File: src/rtl/instruction_set_mem_if.sv
// Fetch-side bus of the instruction memory: program-load write port,
// program-counter read address, registered instruction and its decode.
interface instruction_set_mem_if;
  logic [3:0]  pc;
  logic        we;
  logic [3:0]  waddr;
  logic [15:0] wdata;
  logic [15:0] inst;
  logic        inst_valid;
  logic [3:0]  func;
  logic [3:0]  rs1;
  logic [3:0]  rs2;
  logic [3:0]  rd;
  logic [7:0]  mem_addr;
  logic        is_alu;
  logic        is_mem;
  logic        is_branch;
  logic        illegal;

  modport master (
    output pc, we, waddr, wdata,
    input  inst, inst_valid, func, rs1, rs2, rd, mem_addr,
    input  is_alu, is_mem, is_branch, illegal
  );

  modport slave (
    input  pc, we, waddr, wdata,
    output inst, inst_valid, func, rs1, rs2, rd, mem_addr,
    output is_alu, is_mem, is_branch, illegal
  );
endinterface

File: src/rtl/instruction_set_mem.sv
// 16 x 16-bit instruction memory for the Tomasulo core. Reset reloads a
// fixed default program; the write port lets a loader reprogram entries.
// The fetched word is registered and pre-decoded for the issue stage.
module instruction_set_mem (
  input  logic                        clk1,
  input  logic                        rst_n,
  instruction_set_mem_if.slave        bus
);

  logic [15:0] mem [16];
  logic [15:0] rd_word;
  logic [15:0] inst_p0;
  logic        vld_p0;

  // Default program image restored on every reset.
  function automatic logic [15:0] default_word(input logic [3:0] idx);
    logic [15:0] w;
    case (idx)
      4'd0:    w = 16'h0123;
      4'd1:    w = 16'h1453;
      4'd2:    w = 16'h2676;
      4'd3:    w = 16'h3898;
      4'd4:    w = 16'h4A1B;
      4'd5:    w = 16'h5C2D;
      4'd6:    w = 16'h6122;
      4'd7:    w = 16'h7343;
      default: w = 16'hF000;
    endcase
    return w;
  endfunction

  // A write to the address being fetched is forwarded so the fetch sees the new word.
  always_comb begin
    rd_word = mem[bus.pc];
    if (bus.we && (bus.waddr == bus.pc)) rd_word = bus.wdata;
  end

  // Storage: reset reloads the default image and overrides any concurrent write.
  always_ff @(posedge clk1 or negedge rst_n) begin
    if (!rst_n) begin
      for (int i = 0; i < 16; i++) mem[i] <= default_word(4'(i));
    end else if (bus.we) begin
      mem[bus.waddr] <= bus.wdata;
    end
  end

  // Fetch stage: one-cycle registered read of mem[pc].
  always_ff @(posedge clk1 or negedge rst_n) begin
    if (!rst_n) begin
      inst_p0 <= 16'h0000;
      vld_p0  <= 1'b0;
    end else begin
      inst_p0 <= rd_word;
      vld_p0  <= 1'b1;
    end
  end

  assign bus.inst       = inst_p0;
  assign bus.inst_valid = vld_p0;
  assign bus.func       = inst_p0[15:12];
  assign bus.rs1        = inst_p0[11:8];
  assign bus.rs2        = inst_p0[7:4];
  assign bus.rd         = inst_p0[3:0];
  assign bus.mem_addr   = inst_p0[11:4];
  // Opcode classes partition func into four disjoint ranges, so exactly one flag is high.
  assign bus.is_alu     = (inst_p0[15:14] == 2'b00);
  assign bus.is_mem     = (inst_p0[15:13] == 3'b010);
  assign bus.is_branch  = (inst_p0[15:13] == 3'b011);
  assign bus.illegal    = inst_p0[15];

endmodule

File: src/flat_wrapper.sv
// flat-port wrapper written by rule: the top's interface ports become plain ports
module instruction_set_mem_flat 
  (clk1, rst_n, bus_pc, bus_we, bus_waddr, bus_wdata, bus_inst, bus_inst_valid, bus_func, bus_rs1, bus_rs2, bus_rd, bus_mem_addr, bus_is_alu, bus_is_mem, bus_is_branch, bus_illegal);
  instruction_set_mem_if bus_i ();
  input  logic clk1;
  input  logic rst_n;
  input wire logic [$bits(bus_i.pc)-1:0] bus_pc;
  input wire logic [$bits(bus_i.we)-1:0] bus_we;
  input wire logic [$bits(bus_i.waddr)-1:0] bus_waddr;
  input wire logic [$bits(bus_i.wdata)-1:0] bus_wdata;
  output wire logic [$bits(bus_i.inst)-1:0] bus_inst;
  output wire logic [$bits(bus_i.inst_valid)-1:0] bus_inst_valid;
  output wire logic [$bits(bus_i.func)-1:0] bus_func;
  output wire logic [$bits(bus_i.rs1)-1:0] bus_rs1;
  output wire logic [$bits(bus_i.rs2)-1:0] bus_rs2;
  output wire logic [$bits(bus_i.rd)-1:0] bus_rd;
  output wire logic [$bits(bus_i.mem_addr)-1:0] bus_mem_addr;
  output wire logic [$bits(bus_i.is_alu)-1:0] bus_is_alu;
  output wire logic [$bits(bus_i.is_mem)-1:0] bus_is_mem;
  output wire logic [$bits(bus_i.is_branch)-1:0] bus_is_branch;
  output wire logic [$bits(bus_i.illegal)-1:0] bus_illegal;
  assign bus_i.pc = bus_pc;
  assign bus_i.we = bus_we;
  assign bus_i.waddr = bus_waddr;
  assign bus_i.wdata = bus_wdata;
  assign bus_inst = bus_i.inst;
  assign bus_inst_valid = bus_i.inst_valid;
  assign bus_func = bus_i.func;
  assign bus_rs1 = bus_i.rs1;
  assign bus_rs2 = bus_i.rs2;
  assign bus_rd = bus_i.rd;
  assign bus_mem_addr = bus_i.mem_addr;
  assign bus_is_alu = bus_i.is_alu;
  assign bus_is_mem = bus_i.is_mem;
  assign bus_is_branch = bus_i.is_branch;
  assign bus_illegal = bus_i.illegal;
  instruction_set_mem u_core (.clk1(clk1), .rst_n(rst_n), .bus(bus_i));
endmodule
File: config.mk
export PLATFORM = sky130hd
export DESIGN_NAME = instruction_set_mem_flat
export DESIGN_NICKNAME = d
export VERILOG_FILES = /design/src/rtl/instruction_set_mem_if.sv /design/src/rtl/instruction_set_mem.sv /design/src/flat_wrapper.sv
export SDC_FILE = /design/constraint.sdc
export NUM_CORES = 1
export LEC_CHECK = 0
export ABC_CLOCK_PERIOD_IN_PS = 3750
export CORE_ASPECT_RATIO = 1.1
export CORE_MARGIN = 2
export CORE_UTILIZATION = 65
export DETAILED_ROUTE_END_ITERATION = 10
export GPL_ROUTABILITY_DRIVEN = 1
export PLACE_DENSITY = 0.89
export SETUP_SLACK_MARGIN = 0.3
export SYNTH_ARGS = -nofsm -noshare
export SYNTH_HDL_FRONTEND = slang
export SYNTH_SLANG_ARGS = --single-unit
File: constraint.sdc
create_clock -name clk1 -period 3.75 [get_ports clk1]
set_input_delay 0.9375 -clock clk1 [delete_from_list [all_inputs] [get_ports clk1]]
set_output_delay 0.9375 -clock clk1 [all_outputs]
set_load 0.02 [all_outputs]
== Yosys cells after proc, flatten, opt, wreduce, memory -nomap -nowiden ==
Cells that the tools add are included.

* $lt $le $gt $ge: 3
* Equality and inequality tests: 3
* Multiplexer cells: 7
* Bitwise operators: 2
* Reductions and logical operators: 3

{| class="wikitable"
|+ Operator list
! cell !! count
|-
| 256-bit bitwise mux || 1
|-
| 16-bit binary-select mux with 4-bit select || 1
|-
| 16-bit demux with 4-bit select || 1
|-
| 16-bit two-way mux || 4
|-
| 5-bit >= comparator (second input constant) || 2
|-
| 4-bit inverter with 5-bit output || 2
|-
| 3-bit by 2-bit equality test with 1-bit output (second input constant) || 2
|-
| 5-bit by 1-bit less-than comparator with 1-bit output (second input constant) || 1
|-
| 4-bit equality test || 1
|-
| 1-bit logical AND || 2
|-
| 2-bit logical NOT || 1
|}

* Bits in registers: 273
* Bits of input ports: 27
* Output and inout port bits: 45
* Word-level logic and storage cells: 36

== Logic depth before layout (Yosys ltp) ==
Gate-level depths: netlist of the first run.

* Depth in word-level cells: 6
* Depth in mapped cells: 6
* Gate-level depth less buffers: 4

== Least setup slack after synthesis of the first run ==
No wires, ideal clock.

* Path type: input port to flip-flop
* Start: input port bus_waddr[2]
* End: register u_core.inst_p0[11] (netlist: u_core.bus.inst[11])
* Setup time: 125 ps
* Data arrival time: 2287 ps
* Data required time: 3625 ps
* Path slack: 1338 ps
* Cell stages on the path: 5
* Path buffers: 2
* Path through: buf_2 xor2_1 nor4_4 buf_6 mux2_2

* Word-level cells in the longest chain between the ends: 3

{| class="wikitable"
|+ RTL lines
! what !! line !! source
|-
| start, declared || flat_wrapper.sv:9 || <nowiki>input wire logic [$bits(bus_i.waddr)-1:0] bus_waddr;</nowiki>
|-
| 4-bit equality test || instruction_set_mem.sv:35 || <nowiki>if (bus.we && (bus.waddr == bus.pc)) rd_word = bus.wdata;</nowiki>
|-
| 1-bit logical AND || instruction_set_mem.sv:35 ||
|-
| 16-bit two-way mux || instruction_set_mem.sv:35 ||
|-
| net u_core.rd_word[11] || instruction_set_mem.sv:11 || <nowiki>logic [15:0] rd_word;</nowiki>
|-
| end signal, assigned || instruction_set_mem.sv:53 || <nowiki>inst_p0 <= rd_word;</nowiki>
|-
| end, declared || instruction_set_mem.sv:12 || <nowiki>logic [15:0] inst_p0;</nowiki>
|}

The timed path passes the listed nets, and every way through them passes these cells.
A chain may end at the register's enable or synchronous reset.

== Worst setup path in the final report of the first run ==
* Start: register u_core.inst_p0[15] (netlist: u_core.bus.inst[15])
* End: output port bus_is_mem

* Word-level cells in the longest chain between the ends: 1

{| class="wikitable"
|+ RTL lines
! what !! line !! source
|-
| 3-bit by 2-bit equality test with 1-bit output || instruction_set_mem.sv:67 || <nowiki>assign bus.is_mem = (inst_p0[15:13] == 3'b010);</nowiki>
|-
| end, declared || flat_wrapper.sv:19 || <nowiki>output wire logic [$bits(bus_i.is_mem)-1:0] bus_is_mem;</nowiki>
|}

No other way between the ends.

==> out/metrics.csv, run 1 <==
metric;value;unit
outcome;completed;
initialDrtViolationCount;475;
ys_seq_area_share;54.26;%
cts_root_buf;clkbuf_16;
dp_hpwl;16.39;mm
syn-num-nets;804;
yosysMostFrequentCell;dfrtp_1;
cts_hold_buf;0;
grt_first_pass_wirelength;44.42;mm
clock_latency;0.53;ns
maxCapViolations;0;
synth_top_area_cell;dfrtp_1;
layout_setup_ws;1.016;ns
finalSetupViolations;0;
synth.top_cell.area_share;36.99;%
core;0.01923;mm2
synthesis.instances;777;
grt_usage;28.55;%
numClockSinks;273;
dieWidth;137.7;um
syn-cell-area;0.01278;mm2
start_util;66.48;%
maxSlewViolCount;0;
clkSlewWorstSetupHoldPaths;0.06;ns
pre_cts_slack;0.4847;ns
ir_drop;0.5129;mV
synth_cell_types;28;
final_nets;847;
yosys-top-cells-area;dfrtp_1 37%, dfstp_2 17%, mux2_1 15%;
grt_pass1_vias;7712;
period_share;72.92;%
ant_nets;0;
required;2.81;ns
worst_slew_pin_slew;0.9203;ns
max_clock_freq;0.3657;GHz
ys_ff_latch;273;
finalSetupTns;0;ns
viasPerCell;6.362;
ios;72;
antenna_cells;0;
synth-async-reset-ratio;100.0;%
die_y;151.1;um
finalHoldViolations;0;
period_minus_slack;2.734;ns
final_core_util;75.82;%
path_class;register to primary output;
clock_path_buffers;3;
drt_wl_total;27.88;mm
post_cts_buffers;0;
avgSynthCellArea;16.45;um2
antenna_found_initial;0;
grt_max_degree;96;
rows;53;
dp.cells;1038;
p_per_area;623.4;mW/mm2
rsz0062_at_grt;no;
drc;0;
yosys_warnings;0;
wl_per_cell;25.63;um
p_leak;6.183;nW
drive_gt1_share;41.02;%
cts_tree;yes;
synthTopCellsByCount;189 x dfrtp_1, 170 x mux2_1, 92 x mux2_2, 84 x dfstp_2, 64 x mux4_2;
io_buffers;71;
num_vias;6922;
die_area;0.02081;mm2
cp_max_fo;6;
area_growth;14.04;%
routabilityCongestion;0.7782;
fin_worst_skew;0.008763;ns
drtPass1Iterations;4;
h-tree-depth;1;
hp-class;primary input to asynchronous set/reset pin;
slew_headroom;38.64;%
cts_buffers;27;
end_kind;primary output;
final_cells;1088;
grt-ovfl-total;0;
synthFlopType;dfrtp_1;
ctsResizeCount;0;
start_kind;register;
synth-edff-count;0;
arrival;1.80;ns
metal layers:
metal  part of all wire, %  global-route usage [%]  vias to the layer above
li1                      -                       -                     2924
met1                    40                   38.29                     3733
met2                    51                   48.31                      207
met3                   5.6                   4.016                       58
met4                   3.4                   10.20                        0
met5                     0                       0                        -
layout make-up:
class                           instances  area (um2)
Clock buffer                           36       779.5
Clock inverter                         14       226.5
Fill cell                            1078        4651
Multi-Input combinational cell        420        5335
Sequential cell                       273        6937
Tap cell                              247       309.0
Timing Repair Buffer                   98       993.5
stage by stage:
| step | hold slack, ns | power, mW | cell area [um2] |
|---|---|---|---|
| floorplan | 0.4524 | 5.462 | 12780 |
| global placement | 0.4619 | 5.938 | 13570 |
| detailed placement | 0.4713 | 6.102 | 13570 |
| CTS | 0.4500 | 9.140 | 14580 |
| global route | 0.4618 | 9.470 | 14580 |
| finish | 0.4186 | 9.089 | 14580 |
state kept, by name (all words and copies together), names as in the netlist:
name,cells
u_core.bus.inst_valid,1
u_core.mem,256
u_core.bus.inst,16
critical path, stage by stage, from the launching register on:
cell	delay (ns)
dfrtp_1	0.43
nor3b_1	0.21
clkdlybuf4s50_1	0.63
kinds of logic (layout without fill, tap and decap cells):
family | count (synthesis) | count (layout) | synth area share (%)
buf+inv | 84 | 148 | 4.208
simple gates | 31 | 31 | 1.948
other cells | 1 | 1 | 0.02933
xor+xnor | 4 | 4 | 0.2741
flops | 273 | 273 | 54.26
mux | 384 | 384 | 39.28
final timing paths:
path                                      from                   to  slack, ns  cells after the start
setup / recovery           u_core.bus.inst[15]           bus_is_mem       1.02                      2
hold / removal                           rst_n  u_core.bus.inst[11]       0.42                      1
setup reg to reg                u_core.mem[69]   u_core.bus.inst[5]       2.14                      4
hold reg to reg                u_core.mem[229]      u_core.mem[229]       0.48                      1
max in group asynchronous                rst_n      u_core.mem[185]       2.30                      2
min in group clk1              u_core.mem[229]      u_core.mem[229]       0.48                      1
power by group:
part / leakage (nW) / internal, mW / switching [mW]
clock: 0.498 / 1.87 / 1.13
combinational: 2.49 / 1.09 / 0.805
sequential: 3.20 / 3.80 / 0.394
cell usage in the layout, fill, tap and decap left out, drive strengths merged, types with 7 or more instances in the layout:
cell type,instances
buf,31
clkbuf,36
mux2i,48
mux2,272
nor2,7
mux4,64
dfstp,84
clkdlybuf4s50,67
dfrtp,189
Power figures use the tool's default switching activity.
==> inputs of run 2 (changes only) <==
--- a/config.mk
+++ b/config.mk
@@ -5,13 +5,13 @@
 export SDC_FILE = /design/constraint.sdc
 export NUM_CORES = 1
 export LEC_CHECK = 0
-export ABC_CLOCK_PERIOD_IN_PS = 3750
+export ABC_CLOCK_PERIOD_IN_PS = 2400
 export CORE_ASPECT_RATIO = 1.1
 export CORE_MARGIN = 2
-export CORE_UTILIZATION = 65
+export CORE_UTILIZATION = 54
 export DETAILED_ROUTE_END_ITERATION = 10
 export GPL_ROUTABILITY_DRIVEN = 1
-export PLACE_DENSITY = 0.89
+export PLACE_DENSITY = 0.79
 export SETUP_SLACK_MARGIN = 0.3
 export SYNTH_ARGS = -nofsm -noshare
 export SYNTH_HDL_FRONTEND = slang
==> constraint.sdc (replaced) <==
create_clock -name clk1 -period 2.4 [get_ports clk1]
set_input_delay 0.6 -clock clk1 [delete_from_list [all_inputs] [get_ports clk1]]
set_output_delay 0.6 -clock clk1 [all_outputs]
set_load 0.02 [all_outputs]
==> out/metrics.csv, run 2 (same netlist as run 1, synthesis figures left out) <==
metric;value;unit
h-tree-depth;1;
cts_hold_buf;0;
switching_share;26.15;%
largest_reg_flops;256;
p_leak;6.462;nW
maxSlewViolCount;0;
critPathSlowestCell;clkdlybuf4s50_1;
area_growth;16.85;%
power_frac_comb;21.2;%
ios;72;
start_kind;register;
fin_worst_skew;0.006783;ns
total_power;13.33;mW
finalSetupTns;0;ns
p_per_area;892.3;mW/mm2
layout_setup_ws;0.3674;ns
cts_buffers;27;
grt_first_pass_wirelength;43.94;mm
rsz0062_at_grt;no;
reg2reg_depth;4;
required;1.80;ns
io_buffers;71;
power_report.internal_total;9.844;mW
regMostFlops;u_core.mem;
outcome;completed;
worst-path-buf-inv;1;
grt_pass1_vias;7854;
finalHoldViolations;0;
wl_per_cell;23.38;um
seqPwrFrac;48.9;%
period_minus_slack;2.033;ns
ant_nets;0;
clkSlewWorstSetupHoldPaths;0.06;ns
viasPerCell;5.950;
max_clock_freq;0.4920;GHz
num_vias;7021;
numClockSinks;273;
worstSetupPathDepth;1;
path_class;register to primary output;
cts_root_buf;clkbuf_16;
maxCapViolations;0;
routabilityCongestion;0.8203;
dp_hpwl;18.14;mm
drc;0;
arrival;1.43;ns
cp_max_fo;1;
final_nets;882;
max_stage_delay;0.59;ns
clock_path_buffers;3;
grt-ovfl-total;0;
grt_usage;23.18;%
clock_power_share;29.9;%
post_cts_buffers;0;
antenna_cells;0;
start_util;54.46;%
die_y;165.4;um
finalSetupViolations;0;
drive_gt1_share;42.40;%
rows;59;
crit_family;buffers and inverters;
core;0.02348;mm2
antenna_found_initial;0;
clock_latency;0.52;ns
layout_commonest_cell;dfrtp_1;
crit_chain;clkdlybuf4s50_1;
hp-class;primary input to asynchronous set/reset pin;
slew_headroom;59.57;%
worst_slew_pin_slew;0.6045;ns
initialDrtViolationCount;365;
p_sw;3.486;mW
die_area;0.02492;mm2
drt_wl_total;27.59;mm
layout_common_cells;188 x dfrtp_1, 170 x mux2_1, 92 x mux2_2, 84 x dfstp_2, 64 x mux4_2;
pre_cts_slack;-0.1109;ns
ir_drop;0.6675;mV
drtPass1Iterations;5;
ctsResizeCount;44;
period_share;84.69;%
dieWidth;150.7;um
end_kind;primary output;
grt_max_degree;71;
rrSetupSlack;0.74;ns
cts_tree;yes;
-- run 2: stage by stage --
step | cell area [um2] | hold WS (ns) | utilization (%) | std cells
after floorplan | 12780 | 0.3044 | - | 777
after global placement | 14150 | 0.4620 | 60.27 | 1131
after detailed placement | 14150 | 0.4708 | 60.27 | 1131
after CTS | 14940 | 0.06042 | 63.63 | 1180
after global routing | 14940 | 0.07809 | 63.64 | 1180
final | 14940 | 0.02371 | 63.64 | 1180
-- run 2: cell type report --
class,instances,area [um2]
flip-flops and latches,273,6938
clock buffers,48,834.6
clock inverters,1,5.005
fillers,1692,8536
multi-input cells,420,5348
well taps,305,381.6
repair buffers,133,1433
-- run 2: worst paths after layout --
path                                        from                 end
min                                        rst_n     u_core.mem[219]
max reg2reg                       u_core.mem[98]  u_core.bus.inst[2]
max                        u_core.bus.inst_valid      bus_inst_valid
max in group asynchronous                  rst_n     u_core.mem[218]
min in group clk1                u_core.mem[148]     u_core.mem[148]
min reg2reg                      u_core.mem[148]     u_core.mem[148]
-- run 2: power by group through the flow --
stage          registers, mW  clock network [mW]  logic (mW)
6_report                6.52                3.98        2.82
5_1_grt                 6.64                4.25        3.05
4_1_cts                 6.51                4.06        2.87
3_5_place_dp            6.59                   0        3.02
3_3_place_gp            6.47                   0        2.89
2_1_floorplan           6.46                   0        2.07
-- run 2: routing by layer --
layer / up-vias / wire (um) / global-route usage (%)
li1: 2997 / - / -
met1: 3795 / 11240 / 30.18
met2: 167 / 14250 / 40.87
met3: 62 / 1264 / 2.912
met4: 0 / 833 / 7.094
met5: - / 0 / 0
